[config.mk]
export PLATFORM = sky130hd
export DESIGN_NAME = fetch_pc_unit
export DESIGN_NICKNAME = d
export VERILOG_FILES = /design/src/rtl/fetch_pc_unit.sv
export SDC_FILE = /design/constraint.sdc
export NUM_CORES = 1
export LEC_CHECK = 0
export ABC_AREA = 1
export ABC_CLOCK_PERIOD_IN_PS = 3050
export BUFFER_PORTS_ARGS = -buffer_cell sky130_fd_sc_hd__buf_2
export CAP_MARGIN = 15
export CORE_MARGIN = 5
export CORE_UTILIZATION = 33
export DETAILED_ROUTE_END_ITERATION = 8
export SLEW_MARGIN = 10
export SYNTH_ARGS = -nofsm -noshare
export SYNTH_HDL_FRONTEND = slang
export SYNTH_SLANG_ARGS = --single-unit
[constraint.sdc]
create_clock -name CLK -period 3.05 [get_ports CLK]
set_input_delay 0.4575 -clock CLK [delete_from_list [all_inputs] [get_ports CLK]]
set_output_delay 0.4575 -clock CLK [all_outputs]
set_load 0.02 [all_outputs]
[src/rtl/fetch_pc_unit.sv]
// Purpose: program counter and instruction-fetch stage; one outstanding IM request, one-entry decode buffer.
// Latency: IM_ACK to INSTR_VALID is one edge; peak rate is one instruction every two cycles.
// Backpressure: INSTR_READY=0 holds INSTR/INSTR_PC stable and stalls the next fetch; redirects flush the buffer.
//
// Ports:
//   CLK, RST                  clock, synchronous active-high reset
//   PC_OUT / SEQ_PC           current PC to the external +4 adder, and its sum back
//   IM_REQ/IM_ADDR/IM_ACK/IM_DATA   instruction-memory req/ack channel
//   REDIRECT/REDIRECT_PC      branch/jump target
//   INSTR/INSTR_PC/INSTR_VALID/INSTR_READY   valid/ready channel to decode
// Optional build macro FETCH_ALIGN_CHECK_EN: adds ALIGN_ERR and forces redirect targets word-aligned.
module fetch_pc_unit #(
    parameter logic [31:0] RESET_PC = 32'h0000_0000
) (
    input  logic        CLK,
    input  logic        RST,
    output logic [31:0] PC_OUT,
    input  logic [31:0] SEQ_PC,
    output logic        IM_REQ,
    output logic [31:0] IM_ADDR,
    input  logic        IM_ACK,
    input  logic [31:0] IM_DATA,
    input  logic        REDIRECT,
    input  logic [31:0] REDIRECT_PC,
    output logic [31:0] INSTR,
    output logic [31:0] INSTR_PC,
    output logic        INSTR_VALID,
    input  logic        INSTR_READY
`ifdef FETCH_ALIGN_CHECK_EN
    ,
    output logic        ALIGN_ERR
`endif
);

    typedef enum logic [1:0] {
        IDLE  = 2'd0,
        FETCH = 2'd1,
        HOLD  = 2'd2,
        DRAIN = 2'd3
    } state_e;

    state_e      state_q, state_d;
    logic [31:0] pc_q, pc_d;
    logic [31:0] addr_q, addr_d;
    logic        req_q, req_d;
    logic [31:0] instr_q, instr_d;
    logic [31:0] instr_pc_q, instr_pc_d;
    logic        valid_q, valid_d;
    logic [31:0] tgt;

`ifdef FETCH_ALIGN_CHECK_EN
    logic align_err_q, align_err_d;
`endif

    always_comb begin
`ifdef FETCH_ALIGN_CHECK_EN
        tgt         = {REDIRECT_PC[31:2], 2'b00};
        // Every redirect is acted on in every state, so any misaligned one is flagged.
        align_err_d = REDIRECT && (REDIRECT_PC[1:0] != 2'b00);
`else
        tgt         = REDIRECT_PC;
`endif
        state_d    = state_q;
        pc_d       = pc_q;
        addr_d     = addr_q;
        req_d      = req_q;
        instr_d    = instr_q;
        instr_pc_d = instr_pc_q;
        valid_d    = valid_q;

        case (state_q)
            IDLE: begin
                state_d = FETCH;
                req_d   = 1'b1;
                if (REDIRECT) begin
                    pc_d   = tgt;
                    addr_d = tgt;
                end else begin
                    addr_d = pc_q;
                end
            end
            FETCH: begin
                if (IM_ACK && !REDIRECT) begin
                    instr_d    = IM_DATA;
                    instr_pc_d = addr_q;
                    valid_d    = 1'b1;
                    pc_d       = SEQ_PC;
                    req_d      = 1'b0;
                    state_d    = HOLD;
                end else if (IM_ACK && REDIRECT) begin
                    // Returned word is on the wrong path; reissue at the target immediately.
                    pc_d   = tgt;
                    addr_d = tgt;
                end else if (REDIRECT) begin
                    // Memory still owes us a word for addr_q; keep the request stable and wait it out.
                    pc_d    = tgt;
                    state_d = DRAIN;
                end
            end
            HOLD: begin
                if (REDIRECT) begin
                    valid_d = 1'b0;
                    pc_d    = tgt;
                    addr_d  = tgt;
                    req_d   = 1'b1;
                    state_d = FETCH;
                end else if (INSTR_READY) begin
                    valid_d = 1'b0;
                    addr_d  = pc_q;
                    req_d   = 1'b1;
                    state_d = FETCH;
                end
            end
            DRAIN: begin
                if (REDIRECT) begin
                    pc_d = tgt;
                end
                if (IM_ACK) begin
                    // Stale data dropped; the newest target is what gets requested next.
                    addr_d  = REDIRECT ? tgt : pc_q;
                    state_d = FETCH;
                end
            end
            default: begin
                state_d = IDLE;
                req_d   = 1'b0;
            end
        endcase
    end

    always_ff @(posedge CLK) begin
        if (RST) begin
            state_q    <= IDLE;
            pc_q       <= RESET_PC;
            addr_q     <= RESET_PC;
            req_q      <= 1'b0;
            instr_q    <= 32'd0;
            instr_pc_q <= 32'd0;
            valid_q    <= 1'b0;
        end else begin
            state_q    <= state_d;
            pc_q       <= pc_d;
            addr_q     <= addr_d;
            req_q      <= req_d;
            instr_q    <= instr_d;
            instr_pc_q <= instr_pc_d;
            valid_q    <= valid_d;
        end
    end

`ifdef FETCH_ALIGN_CHECK_EN
    always_ff @(posedge CLK) begin
        if (RST) begin
            align_err_q <= 1'b0;
        end else begin
            align_err_q <= align_err_d;
        end
    end
    assign ALIGN_ERR = align_err_q;
`endif

    assign PC_OUT      = pc_q;
    assign IM_REQ      = req_q;
    assign IM_ADDR     = addr_q;
    assign INSTR       = instr_q;
    assign INSTR_PC    = instr_pc_q;
    assign INSTR_VALID = valid_q;

endmodule
==> impl_metrics.yaml <==
run_status:
  status: "finished clean"
yosys:
  synth_top_cell_area_share: 0.4663
  async_reset_ff_frac: 0
  yosysUniqueCellTypes: 20
  synthFlopType: "dfxtp_1"
  synth_warnings: 0
  syn-cell-area_um2: 5667
  synth_edf_count: 0
  syn_nets: 926
  synthTopCellsByArea: "dfxtp_1, nand2_1, nor2_1"
  yosysMostFrequentCell: "nand2_1"
  syn_avg_cell_area_um2: 6.869
  synth-seq-cells: 132
  netlist_top_cells_count: "nand2_1, nor2_1, dfxtp_1"
  yosysSeqAreaShare: 0.4663
  synth_top_cell_by_area: "dfxtp_1"
  synthCells: 825
clock_network:
  hold_buffers: 0
  clkTransAtPathRegs_ns: 0.06
  clock_latency_ns: 0.42
  cts_tree: "done"
  cts_num_sinks: 132
  cts_resized: 0
  cts_root_buffer: "clkbuf_16"
  cts_buffer_depth: 2
  htree_num_levels: 4
  numCtsBuffers: 17
  cts_setup_buffers: 0
detailed_routing:
  drt_first_pass_iters: 5
  ant_nets: 0
  route.vias.total: 5599
  drt_wl_total_um: 17600
  drc: 0
  first_iter_violations: 315
  avgViaCountPerCell: 4.409
  wire_per_inst_um: 13.86
setup_path:
  cp.depth: 9
  r2r-start: "state_q[0]$_SDFFE_PP0P_"
  cpPeakStageDelay_ns: 0.42
  crit_chain: "buf_2 -> buf_4 -> inv_1 -> nand2_1 -> nor2_4 -> inv_2 -> buf_4 -> o21ai_0 -> nor2_1"
  cp_max_fo: 37
  crit_top_cell: "buf_4"
  critPathCaptureType: "register"
  path_buf_inv: 5
  worst-r2r-cell-count: 6
  reg2reg_slack_ns: 1.26
  reg2reg_to: "IM_ADDR[5]$_SDFFE_PP0P_"
  startpoint: "REDIRECT"
  critPathRequiredTime_ns: 3.39
  cpLargestDelayFamily: "buffers and inverters"
  slowest_stage: "buf_2"
  endpoint: "PC_OUT[13]$_SDFF_PP0_"
  start_kind: "primary input"
  cp_data_arrival_time_ns: 2.38
  worst-setup-path-type: "primary input to register"
final_layout:
  area_growth_pct: 33.08
  fill_cells: 1819
  multi_input_comb_area_um2: 2482
  layout.nets: 1132
  drive_gt1_frac: 0.2969
  final_cells: 1270
  ff_latch_area_um2: 2643
place:
  hpwl_um: 12280
  gp_congestion: 0.8279
  dp_cells: 1237
  io_buffers: 230
sta:
  hold_viol_final: 0
  rsz0062_at_grt: "no"
  maxSlewHeadroom: 0.6281
  fmax_mhz: 492.1
  skew_ns: 0.005767
  setup_viol: 0
  slew_violations: 0
  setup_tns_ns: 0
  fin_crit_sh: 0.6662
  fin_crit_ns: 2.032
  worstMarginPinSlew_ns: 0.5572
global_routing:
  antenna_found_initial: 1
  grt_pass1_wl_um: 27630
  grt_max_degree: 129
  grt_pass1_vias: 5259
  grt-ovfl-total: 0
  grtUsageTotal: 0.1754
hold_path:
  holdCritPathClass: "primary input to register"
floorplanning:
  pin_count: 231
  die_area_um2: 19890
  die_w_um: 141.0
  core_um2: 17060
  rows: 48
  start_util: 0.3322
  die_y_um: 141.0
power:
  power.leakage_nw: 4.026
  power_density_nw_per_um2: 650.6
  ir_drop_uv: 386.9
flow_run:
  maxCapViolCount: 0
state kept, by name, summed over array words and instances (netlist names):
register     flops
IM_REQ           1
state_q          2
PC_OUT          32
INSTR_PC        32
INSTR           32
IM_ADDR         32
INSTR_VALID      1
cell usage in the layout (no fill, tap or decap):
cell type	n
a21oi_1	68
buf_12	3
buf_2	230
buf_4	8
bufinv_16	3
clkbuf_1	2
clkbuf_16	17
clkinv_2	5
clkinv_4	4
clkinvlp_4	2
dfxtp_1	132
diode_2	1
inv_1	68
inv_2	2
nand2_1	168
nand2_2	1
nand3_1	36
nand3_2	1
nor2_1	163
nor2_2	1
nor2_4	1
nor3_1	1
o21ai_0	86
o21ai_1	10
or2_2	32
layout make-up:
cell class                      count  area share
Inverter                           71     0.03551
Antenna cell                        1   0.0003318
Multi-Input combinational cell    568      0.3292
Timing Repair Buffer              241      0.1686
Tap cell                          225     0.03733
Clock buffer                       19     0.05741
Clock inverter                     13     0.02124
Sequential cell                   132      0.3504
layer usage:
metal | up-vias | part of all wire | track usage
met3 | 33 | 0.071 | 0.05326
met2 | 180 | 0.45 | 0.2775
met1 | 2392 | 0.45 | 0.2225
met4 | 0 | 0.026 | 0.07394
met5 | - | 0 | 0
li1 | 2994 | - | -
stage by stage:
| step | area, um2 | power (mW) | hold slack (ns) | setup slack, ns | utilization |
|---|---|---|---|---|---|
| 6_report | 7541 | 4.906 | 0.2370 | 1.018 | 0.4421 |
| 5_1_grt | 7541 | 5.155 | 0.2199 | 0.8218 | 0.4421 |
| 4_1_cts | 7538 | 4.971 | 0.2159 | 0.9953 | 0.4420 |
| 3_5_place_dp | 6945 | 2.894 | 0.4473 | 0.5770 | 0.4072 |
| 3_3_place_gp | 6945 | 2.889 | 0.4378 | 0.6461 | 0.4072 |
| 2_1_floorplan | 5667 | 2.562 | 0.5234 | 1.674 | - |
cells by family after synthesis:
| logic type | count (synthesis) | share of synthesized area |
|---|---|---|
| and+or+nand+nor | 404 | 0.2932 |
| AOI/OAI and AO/OA | 164 | 0.1448 |
| DFF | 132 | 0.4663 |
| buffers and inverters | 125 | 0.09561 |
where the power goes:
part,internal [mW],leakage (nW),switching [mW]
logic,0.316,2.65,0.604
registers,1.87,1.09,0.0657
clock network,1.28,0.287,0.772
worst min-delay path by stage:
stage	start	slack, ns	end	depth (start not counted)
2_1_floorplan	IM_REQ$_SDFFE_PP0P_	0.52	IM_REQ$_SDFFE_PP0P_	2
3_3_place_gp	IM_REQ$_SDFFE_PP0P_	0.44	IM_REQ$_SDFFE_PP0P_	2
3_5_place_dp	IM_REQ$_SDFFE_PP0P_	0.45	IM_REQ$_SDFFE_PP0P_	2
4_1_cts	RST	0.22	INSTR_VALID$_SDFFE_PP0P_	2
5_1_grt	RST	0.22	INSTR_VALID$_SDFFE_PP0P_	2
6_report	RST	0.24	INSTR_VALID$_SDFFE_PP0P_	2
(Power assumes the default switching activity.)
